### src/rtl/hilo_muldiv_ctrl.sv
// hilo_muldiv_ctrl: sequences every write into the HI/LO register pair.
// MULT/MULTU run an iterative shift-add, DIV/DIVU an iterative restoring divide,
// both on operand magnitudes with the sign fixed up on the way out.
// MTHI/MTLO pass straight through as a one-cycle write.
module hilo_muldiv_ctrl #(
    parameter int W   = 32,
    parameter int BPC = 1
) (
    input  logic         i_clk,
    input  logic         i_rst,       // active-low asynchronous reset
    input  logic         i_start,
    input  logic [2:0]   i_op,
    input  logic [W-1:0] i_src_a,
    input  logic [W-1:0] i_src_b,
    input  logic         i_flush,
    output logic         o_busy,
    output logic         o_done,
    output logic         o_hi_we,
    output logic [W-1:0] o_hi_wdata,
    output logic         o_lo_we,
    output logic [W-1:0] o_lo_wdata
);

    localparam int STEPS = W / BPC;
    localparam int CW    = (STEPS > 1) ? $clog2(STEPS) : 1;

    typedef enum logic [1:0] {S_IDLE, S_CALC, S_WRITE} state_t;

    state_t         r_state, w_state_nxt;
    logic [CW-1:0]  r_cnt;
    logic [W-1:0]   r_acc_hi;   // product high half / partial remainder
    logic [W-1:0]   r_acc_lo;   // multiplier bits / dividend bits turning into quotient
    logic [W-1:0]   r_opnd;     // multiplicand or divisor magnitude
    logic [W-1:0]   r_a_raw;    // original dividend, returned as HI on divide-by-zero
    logic           r_is_div;
    logic           r_neg_q;    // negate product (MULT) or quotient (DIV)
    logic           r_neg_r;    // negate remainder (DIV, follows dividend sign)
    logic           r_div0;

    logic           w_accept, w_last, w_signed, w_a_neg, w_b_neg;
    logic [W-1:0]   w_a_mag, w_b_mag;
    logic [W-1:0]   w_hi, w_lo;
    logic [W:0]     w_rem, w_sum;
    logic           w_qb;
    logic [2*W-1:0] w_prod;
    logic [W-1:0]   w_res_hi, w_res_lo;

    // Request handling: flush in IDLE drops a simultaneous start.
    assign w_accept = (r_state == S_IDLE) && i_start && !i_flush;
    assign w_last   = (r_cnt == CW'(STEPS - 1));
    assign o_busy   = (r_state != S_IDLE);

    // Operand magnitudes for the signed ops (MULT=0, DIV=2).
    assign w_signed = (i_op == 3'd0) || (i_op == 3'd2);
    assign w_a_neg  = w_signed && i_src_a[W-1];
    assign w_b_neg  = w_signed && i_src_b[W-1];
    assign w_a_mag  = w_a_neg ? -i_src_a : i_src_a;
    assign w_b_mag  = w_b_neg ? -i_src_b : i_src_b;

    // State register.
    always_ff @(posedge i_clk or negedge i_rst) begin
        if (!i_rst) r_state <= S_IDLE;
        else        r_state <= w_state_nxt;
    end

    // Next-state logic: CALC runs STEPS cycles unless flushed; WRITE always completes.
    always_comb begin
        w_state_nxt = r_state;
        case (r_state)
            S_IDLE:  if (w_accept && !i_op[2]) w_state_nxt = S_CALC;
            S_CALC:  if (i_flush)              w_state_nxt = S_IDLE;
                     else if (w_last)          w_state_nxt = S_WRITE;
            S_WRITE: w_state_nxt = S_IDLE;
            default: w_state_nxt = S_IDLE;
        endcase
    end

    // BPC iteration steps per cycle: shift-add multiply or restoring divide.
    always_comb begin
        w_hi  = r_acc_hi;
        w_lo  = r_acc_lo;
        w_rem = '0;
        w_sum = '0;
        w_qb  = 1'b0;
        for (int k = 0; k < BPC; k++) begin
            if (r_is_div) begin
                w_rem = {w_hi, w_lo[W-1]};
                w_qb  = (w_rem >= {1'b0, r_opnd});
                if (w_qb) w_rem = w_rem - {1'b0, r_opnd};
                w_hi  = w_rem[W-1:0];
                w_lo  = {w_lo[W-2:0], w_qb};
            end else begin
                w_sum = {1'b0, w_hi} + (w_lo[0] ? {1'b0, r_opnd} : '0);
                w_lo  = {w_sum[0], w_lo[W-1:1]};
                w_hi  = w_sum[W:1];
            end
        end
    end

    // Sign fix-up and divide-by-zero override applied to the final step's result.
    always_comb begin
        w_prod   = {w_hi, w_lo};
        w_res_hi = '0;
        w_res_lo = '0;
        if (r_is_div) begin
            if (r_div0) begin
                w_res_lo = '1;
                w_res_hi = r_a_raw;
            end else begin
                w_res_lo = r_neg_q ? -w_lo : w_lo;
                w_res_hi = r_neg_r ? -w_hi : w_hi;
            end
        end else begin
            if (r_neg_q) w_prod = -w_prod;
            w_res_hi = w_prod[2*W-1:W];
            w_res_lo = w_prod[W-1:0];
        end
    end

    // Datapath and registered write port; we/done default low every cycle.
    always_ff @(posedge i_clk or negedge i_rst) begin
        if (!i_rst) begin
            r_cnt      <= '0;
            r_acc_hi   <= '0;
            r_acc_lo   <= '0;
            r_opnd     <= '0;
            r_a_raw    <= '0;
            r_is_div   <= 1'b0;
            r_neg_q    <= 1'b0;
            r_neg_r    <= 1'b0;
            r_div0     <= 1'b0;
            o_done     <= 1'b0;
            o_hi_we    <= 1'b0;
            o_lo_we    <= 1'b0;
            o_hi_wdata <= '0;
            o_lo_wdata <= '0;
        end else begin
            o_done  <= 1'b0;
            o_hi_we <= 1'b0;
            o_lo_we <= 1'b0;
            case (r_state)
                S_IDLE: begin
                    if (w_accept) begin
                        case (i_op)
                            3'd4: begin
                                o_hi_we    <= 1'b1;
                                o_hi_wdata <= i_src_a;
                            end
                            3'd5: begin
                                o_lo_we    <= 1'b1;
                                o_lo_wdata <= i_src_a;
                            end
                            3'd0, 3'd1, 3'd2, 3'd3: begin
                                r_cnt    <= '0;
                                r_acc_hi <= '0;
                                r_acc_lo <= i_op[1] ? w_a_mag : w_b_mag;
                                r_opnd   <= i_op[1] ? w_b_mag : w_a_mag;
                                r_a_raw  <= i_src_a;
                                r_is_div <= i_op[1];
                                r_neg_q  <= w_a_neg ^ w_b_neg;
                                r_neg_r  <= w_a_neg;
                                r_div0   <= i_op[1] && (i_src_b == '0);
                            end
                            default: ;
                        endcase
                    end
                end
                S_CALC: begin
                    if (!i_flush) begin
                        r_acc_hi <= w_hi;
                        r_acc_lo <= w_lo;
                        r_cnt    <= r_cnt + CW'(1);
                        if (w_last) begin
                            o_done     <= 1'b1;
                            o_hi_we    <= 1'b1;
                            o_lo_we    <= 1'b1;
                            o_hi_wdata <= w_res_hi;
                            o_lo_wdata <= w_res_lo;
                        end
                    end
                end
                default: ;
            endcase
        end
    end

endmodule

### config.mk
export PLATFORM = sky130hd
export DESIGN_NAME = hilo_muldiv_ctrl
export DESIGN_NICKNAME = d
export VERILOG_FILES = /design/src/rtl/hilo_muldiv_ctrl.sv
export SDC_FILE = /design/constraint.sdc
export NUM_CORES = 1
export LEC_CHECK = 0
export CAP_MARGIN = 20
export CORE_MARGIN = 3
export CORE_UTILIZATION = 55
export DETAILED_ROUTE_END_ITERATION = 8
export PLACE_DENSITY = 0.76
export SLEW_MARGIN = 15
export SYNTH_ARGS = -nofsm -noshare
export SYNTH_HDL_FRONTEND = slang
export SYNTH_SLANG_ARGS = --single-unit
### constraint.sdc
create_clock -name i_clk -period 8.35 [get_ports i_clk]
set_input_delay 1.2525 -clock i_clk [delete_from_list [all_inputs] [get_ports i_clk]]
set_output_delay 1.2525 -clock i_clk [all_outputs]
set_load 0.05 [all_outputs]
# Yosys cells after proc, flatten, opt, wreduce, memory -nomap -nowiden
# Index checks and enable logic that the tools add are counted.
# Widths: inputs -> output; s select.
[word_totals]
ram_bits = 0
mem_bits_ro = 0
word_cells = 110
out_inout_bits = 68
n_memories = 0
ff_bits = 206
latch_bits = 0
inputBits = 71
[classes]
n_mux = 50
n_eq_ne = 15
bitwise = 1
shifts = 0
add_sub_neg = 8
n_mul = 0
div_mod_pow = 0
magnitude_cmp = 1
n_reduce_logical = 20
[ops]
columns = ["operator", "count"]
rows = [
  ["$mux 32", 28],
  ["$pmux 32 s2", 4],
  ["$neg 32->32", 4],
  ["$mux 64", 1],
  ["$neg 64->64", 1],
  ["$add 32x32->33", 1],
  ["$ge 33x32->1", 1],
  ["$logic_not 32->1", 1],
  ["$sub 32x32->32", 1],
  ["$mux 5", 3],
  ["$pmux 5 s2", 1],
  ["$reduce_and 5->1", 2],
  ["$ne 2x1->1 const B", 4],
  ["$mux 1", 7],
  ["$eq 3x2->1 const B", 2],
  ["$eq 3x3->1 const B", 2],
  ["$logic_and 1x1->1", 6],
  ["$mux 2", 3],
  ["$ne 2x2->1 const B", 3],
  ["$add 5x1->5 const B", 1],
  ["$eq 5x5->1 const B", 1],
  ["$pmux 1 s2", 2],
  ["$pmux 2 s2", 1],
  ["$reduce_and 4->1", 1],
  ["other kinds (12)", 14],
]

# Logic depth before layout (Yosys ltp)
[depth]
depth_word = 10
mapped_depth = 26
mapped_depth_nobuf = 22

# Least setup slack after synthesis
# No wires, ideal clock.
[synth_path]
path_type = "register to register"
start = "reg r_is_div"
end = "reg o_hi_wdata[26]"
required_ns = 8.229
path_slack_ns = 3.055
path_buffers = 10
synth_period_minus_slack_ns = 5.295
stages_incl_launch_ff = 22
arrival_time_ns = 5.174
setup_time_ns = 0.121
path_cell_list = "dfrtp_1 > buf_4 > buf_2 > buf_2 > clkbuf_1 > buf_2 > buf_2 > buf_2 > buf_1 > buf_1 > a31oi_1 > inv_1 > ha_1 > o311ai_1 > or3_1 > or4_1 > buf_2 > or4_4 > o21ai_2 > xnor2_1 > nand2_1 > a22o_1"
[synth_between]
elab_chain_cells = 8
elab_cells_between_ends = 11
cone_classes = "2 x add/sub; 9 x mux"
[synth_lines]
columns = ["element", "line", "text"]
rows = [
  ["from (decl)", "35", "logic r_is_div;"],
  ["from (signal assigned)", "159", "r_is_div <= i_op[1];"],
  ["$mux 32", "86", "if (r_is_div) begin"],
  ["$neg 32->32", "111", "w_res_hi = r_neg_r ? -w_hi : w_hi;"],
  ["$mux 32", "111", ""],
  ["$mux 32", "106", "if (r_div0) begin"],
  ["$mux 32 *", "105", "if (r_is_div) begin"],
  ["$mux 32 *", "173", "if (w_last) begin"],
  ["$mux 32 *", "169", "if (!i_flush) begin"],
  ["$pmux 32 s2 *", "141", "case (r_state)"],
  ["to (signal assigned)", "147", "o_hi_wdata <= i_src_a;"],
  ["to (signal assigned)", "177", "o_hi_wdata <= w_res_hi;"],
  ["to (decl)", "19", "output logic [W-1:0] o_hi_wdata,"],
]
# Every way passes the cells marked *; elsewhere a longest branch is shown, timed or not. The select of a mux whose other input is x is not followed.
# A chain may end at the register's enable or synchronous reset.

# Final worst setup path
[layout_path]
start = "reg r_acc_hi[17]"
end = "reg o_hi_wdata[26]"
[layout_between]
elab_chain_cells = 10
elab_cells_between_ends = 15
cone_classes = "4 x add/sub; 1 x order compare; 10 x mux"
[layout_lines]
columns = ["element", "line", "text"]
rows = [
  ["from (decl)", "31", "logic [W-1:0] r_acc_hi;"],
  ["from (signal assigned)", "170", "r_acc_hi <= w_hi;"],
  ["$sub 32x32->32 / $ge 33x32->1 (equally long branches)", "89, 88", ""],
  ["$mux 32", "89", "if (w_qb) w_rem = w_rem - {1'b0, r_opnd};"],
  ["$mux 32", "86", ""],
  ["$neg 32->32", "111", ""],
  ["$mux 32", "111", ""],
  ["$mux 32", "106", ""],
  ["$mux 32 *", "105", ""],
  ["$mux 32 *", "173", ""],
  ["$mux 32 *", "169", ""],
  ["$pmux 32 s2 *", "141", ""],
]
# Marked as above.

==> impl_metrics.ini <==
[synthesis]
muxShareOfSynthArea = 0.0295
yosysTopAreaCellShare = 0.281
synth_nets = 2602
syn_avg_cell_area_um2 = 7.46
synthSimpleGateAreaFrac = 0.235
synth_top_family_by_area = compound AO/OA/AOI/OAI gates
synth_edf_count = 0
synth_compound_area_frac = 0.269
syn_area_um2 = 18300
ys_warn_count = 0
yosys.area.top_type = dfrtp_1
async_flop_share = 1.00
yosys.area_share.adder = 0.0499
synthFlopType = dfrtp_1
synthXorXnorAreaFrac = 0.0845
synth_area_leaders = dfrtp_1 (28%), nand2_1 (7.4%), o21ai_0 (6.7%), a21oi_1 (6.1%), xnor2_1 (5.2%)
ys_ff_latch = 206
yosysSeqAreaShare = 0.281
synth_cells = 2459
synth_cell_types = 96

[cells_and_area]
drive_above_1_share = 0.0568
final_common_cell = nand2_1
syn_to_final_growth_pct = 13.7
final_core_util = 0.638
instances_no_fill = 2958
final_nets = 2642
n_antenna_cell = 0
mostFrequentLayoutCells = nand2_1 (359), o21ai_0 (247), a21oi_1 (222)
fin_area_um2 = 20900

[power_and_ir_drop]
p_int_mw = 3.51
leakage_nw = 8.88
power_mw = 7.08
p_sw_mw = 3.57
comb_power_share = 0.605
irDropWorstVdd_v = 0.000242
seqPwrFrac = 0.216
clkPwrFrac = 0.179
power_density_nw_per_um2 = 339
netSwitchingFraction = 0.504

[setup_path]
path_cells = ha_1 > a21oi_1 > o21ai_1 > a2111oi_4 > a21o_1 > buf_4 > nand3_2 > and2_4 > inv_2 > ha_1 > o21ai_1 > o21bai_1 > nor4_1 > o21a_1 > nand4_1 > or2_2 > or4_4 > o21ai_2 > xnor2_1 > nand2_1 > a22o_1
cp_max_fo = 19
rr_worst_depth = 21
cp_num_cells = 21
crit_path_top_delay_cell = or4_4
worstSetupPathType = reg2reg
path_buf_inv = 2
cp.required_ns = 8.78
critPathLaunchType = flip-flop
end_kind = flip-flop
crit_path_max_incr_delay_ns = 0.57
crit_family = simple AND/OR/NAND/NOR gates
cp.arrival_ns = 6.41

[timing]
rsz0062_at_grt = no
fin_hold_ws_ns = 0.476
drv_slew = 0
fin_setup_tns_ns = 0
final.period_utilization = 0.717
maxSlewHeadroom = 0.233
tightest_slew_ns = 1.14
skew_ns = 0.0251
fmax_mhz = 167
setup_viol = 0
finalHoldViolCount = 0
period_needed_ns = 5.99
layout_setup_ws_ns = 2.36

[global_routing]
globalRouteOverflowTotal = 0
grtUsageTotal = 0.399
grt_pass1_vias = 18700
grt_antenna_before_repair = 1
grt_pass1_wl_mm = 110
grt_max_degree = 97

[floorplanning]
num_rows = 66
die_h_um = 189
start_util = 0.561
die_x_um = 189
dieArea_um2 = 35600
core_um2 = 32700
io-pin-count = 139

[routing]
firstDrtPassIters = 8
drtAntennaViolNets = 0
drc = 0
vias = 19700
wl_per_cell_um = 24.7
vias_per_cell = 6.65
drt_iter0_drc = 2026
drt-total-wl_mm = 73.0

[place]
place_area_um2 = 19900
gp_congestion = 1.07
place_ws_ns = 2.51
dp_cells = 2912
io_buffers = 138
hpwl_mm = 54.7

[hold_path]
worstHoldPathType = reg2reg
hold_depth = 2

[clocking]
clkTransAtPathRegs_ns = 0.07
post_cts_buffers = 0
h-tree-depth = 1
root_buffer = clkbuf_16
cts_max_path_buffers = 3
cts_hold_buffers = 0
numClockSinks = 206
clk_latency_ns = 0.56
cts_resized = 0
cts_tree = done
cts_made_buffers = 25

[run]
cap_violations = 0

[status]
outcome = finished, final reports clean
[worst paths after layout]
kind | from | slack (ns) | to
max | r_acc_hi[17] | 2.36 | o_hi_wdata[26]
min reg2reg | r_a_raw[0] | 0.48 | r_a_raw[0]
max in group asynchronous | i_rst | 6.03 | r_is_div
max reg2reg | r_acc_hi[17] | 2.36 | o_hi_wdata[26]
min | r_a_raw[0] | 0.48 | r_a_raw[0]
min in group asynchronous | i_rst | 0.72 | r_opnd[24]
[worst reg2reg max path, cell delays in order, from the launching register on]
cell and delay, ns:
dfrtp_1 0.43, ha_1 0.44, a21oi_1 0.25, o21ai_1 0.20
a2111oi_4 0.43, a21o_1 0.17, buf_4 0.30, nand3_2 0.23
and2_4 0.27, inv_2 0.08, ha_1 0.16, o21ai_1 0.10
o21bai_1 0.19, nor4_1 0.35, o21a_1 0.23, nand4_1 0.38
or2_2 0.56, or4_4 0.57, o21ai_2 0.14, xnor2_1 0.13
nand2_1 0.08, a22o_1 0.19
[power by group through the flow]
stage	registers [mW]	logic [mW]	clock network (mW)
after floorplan	1.70	2.67	0
after global placement	1.51	4.12	0
after detailed placement	1.53	4.15	0
after CTS	1.51	4.18	1.27
after global routing	1.55	4.58	1.31
final	1.53	4.28	1.27
[state kept, by name, summed over array words and instances (netlist names)]
name,count
o_done,1
o_hi_wdata,32
o_hi_we,1
o_lo_wdata,32
o_lo_we,1
r_a_raw,32
r_acc_hi,32
r_acc_lo,32
r_cnt,5
r_div0,1
r_is_div,1
r_neg_q,1
r_neg_r,1
r_opnd,32
r_state,2
[per-layer routing]
layer  wire [um]  global-route usage
met3        6870              0.0794
met5          13                   0
met4        6120               0.272
met1       27300               0.493
met2       32700               0.632
[synth_stat cells (55+ instances only)]
cell type	number
xor2_1	68
inv_1	66
nor2_1	223
a21oi_1	222
nand2_1	360
nor3_1	55
dfrtp_1	206
clkbuf_1	119
o21ai_0	247
ha_1	70
xnor2_1	109
[cell families (layout without fill, tap and decap cells)]
group,after synthesis,count (layout)
fa+ha+maj,72,72
xor+xnor,177,177
compound gates,805,805
mux,53,53
simple gates,917,917
flops,206,206
buf+inv,229,286
[final cells by class]
class | instances | area [um2]
multi-input cells | 2024 | 12300
fillers | 2922 | 11800
flip-flops and latches | 206 | 5160
repair buffers | 170 | 1650
clock buffers | 30 | 674
well taps | 442 | 553
inverters | 72 | 270
clock inverters | 14 | 260
No activity file was read; power rests on OpenSTA's default activity.
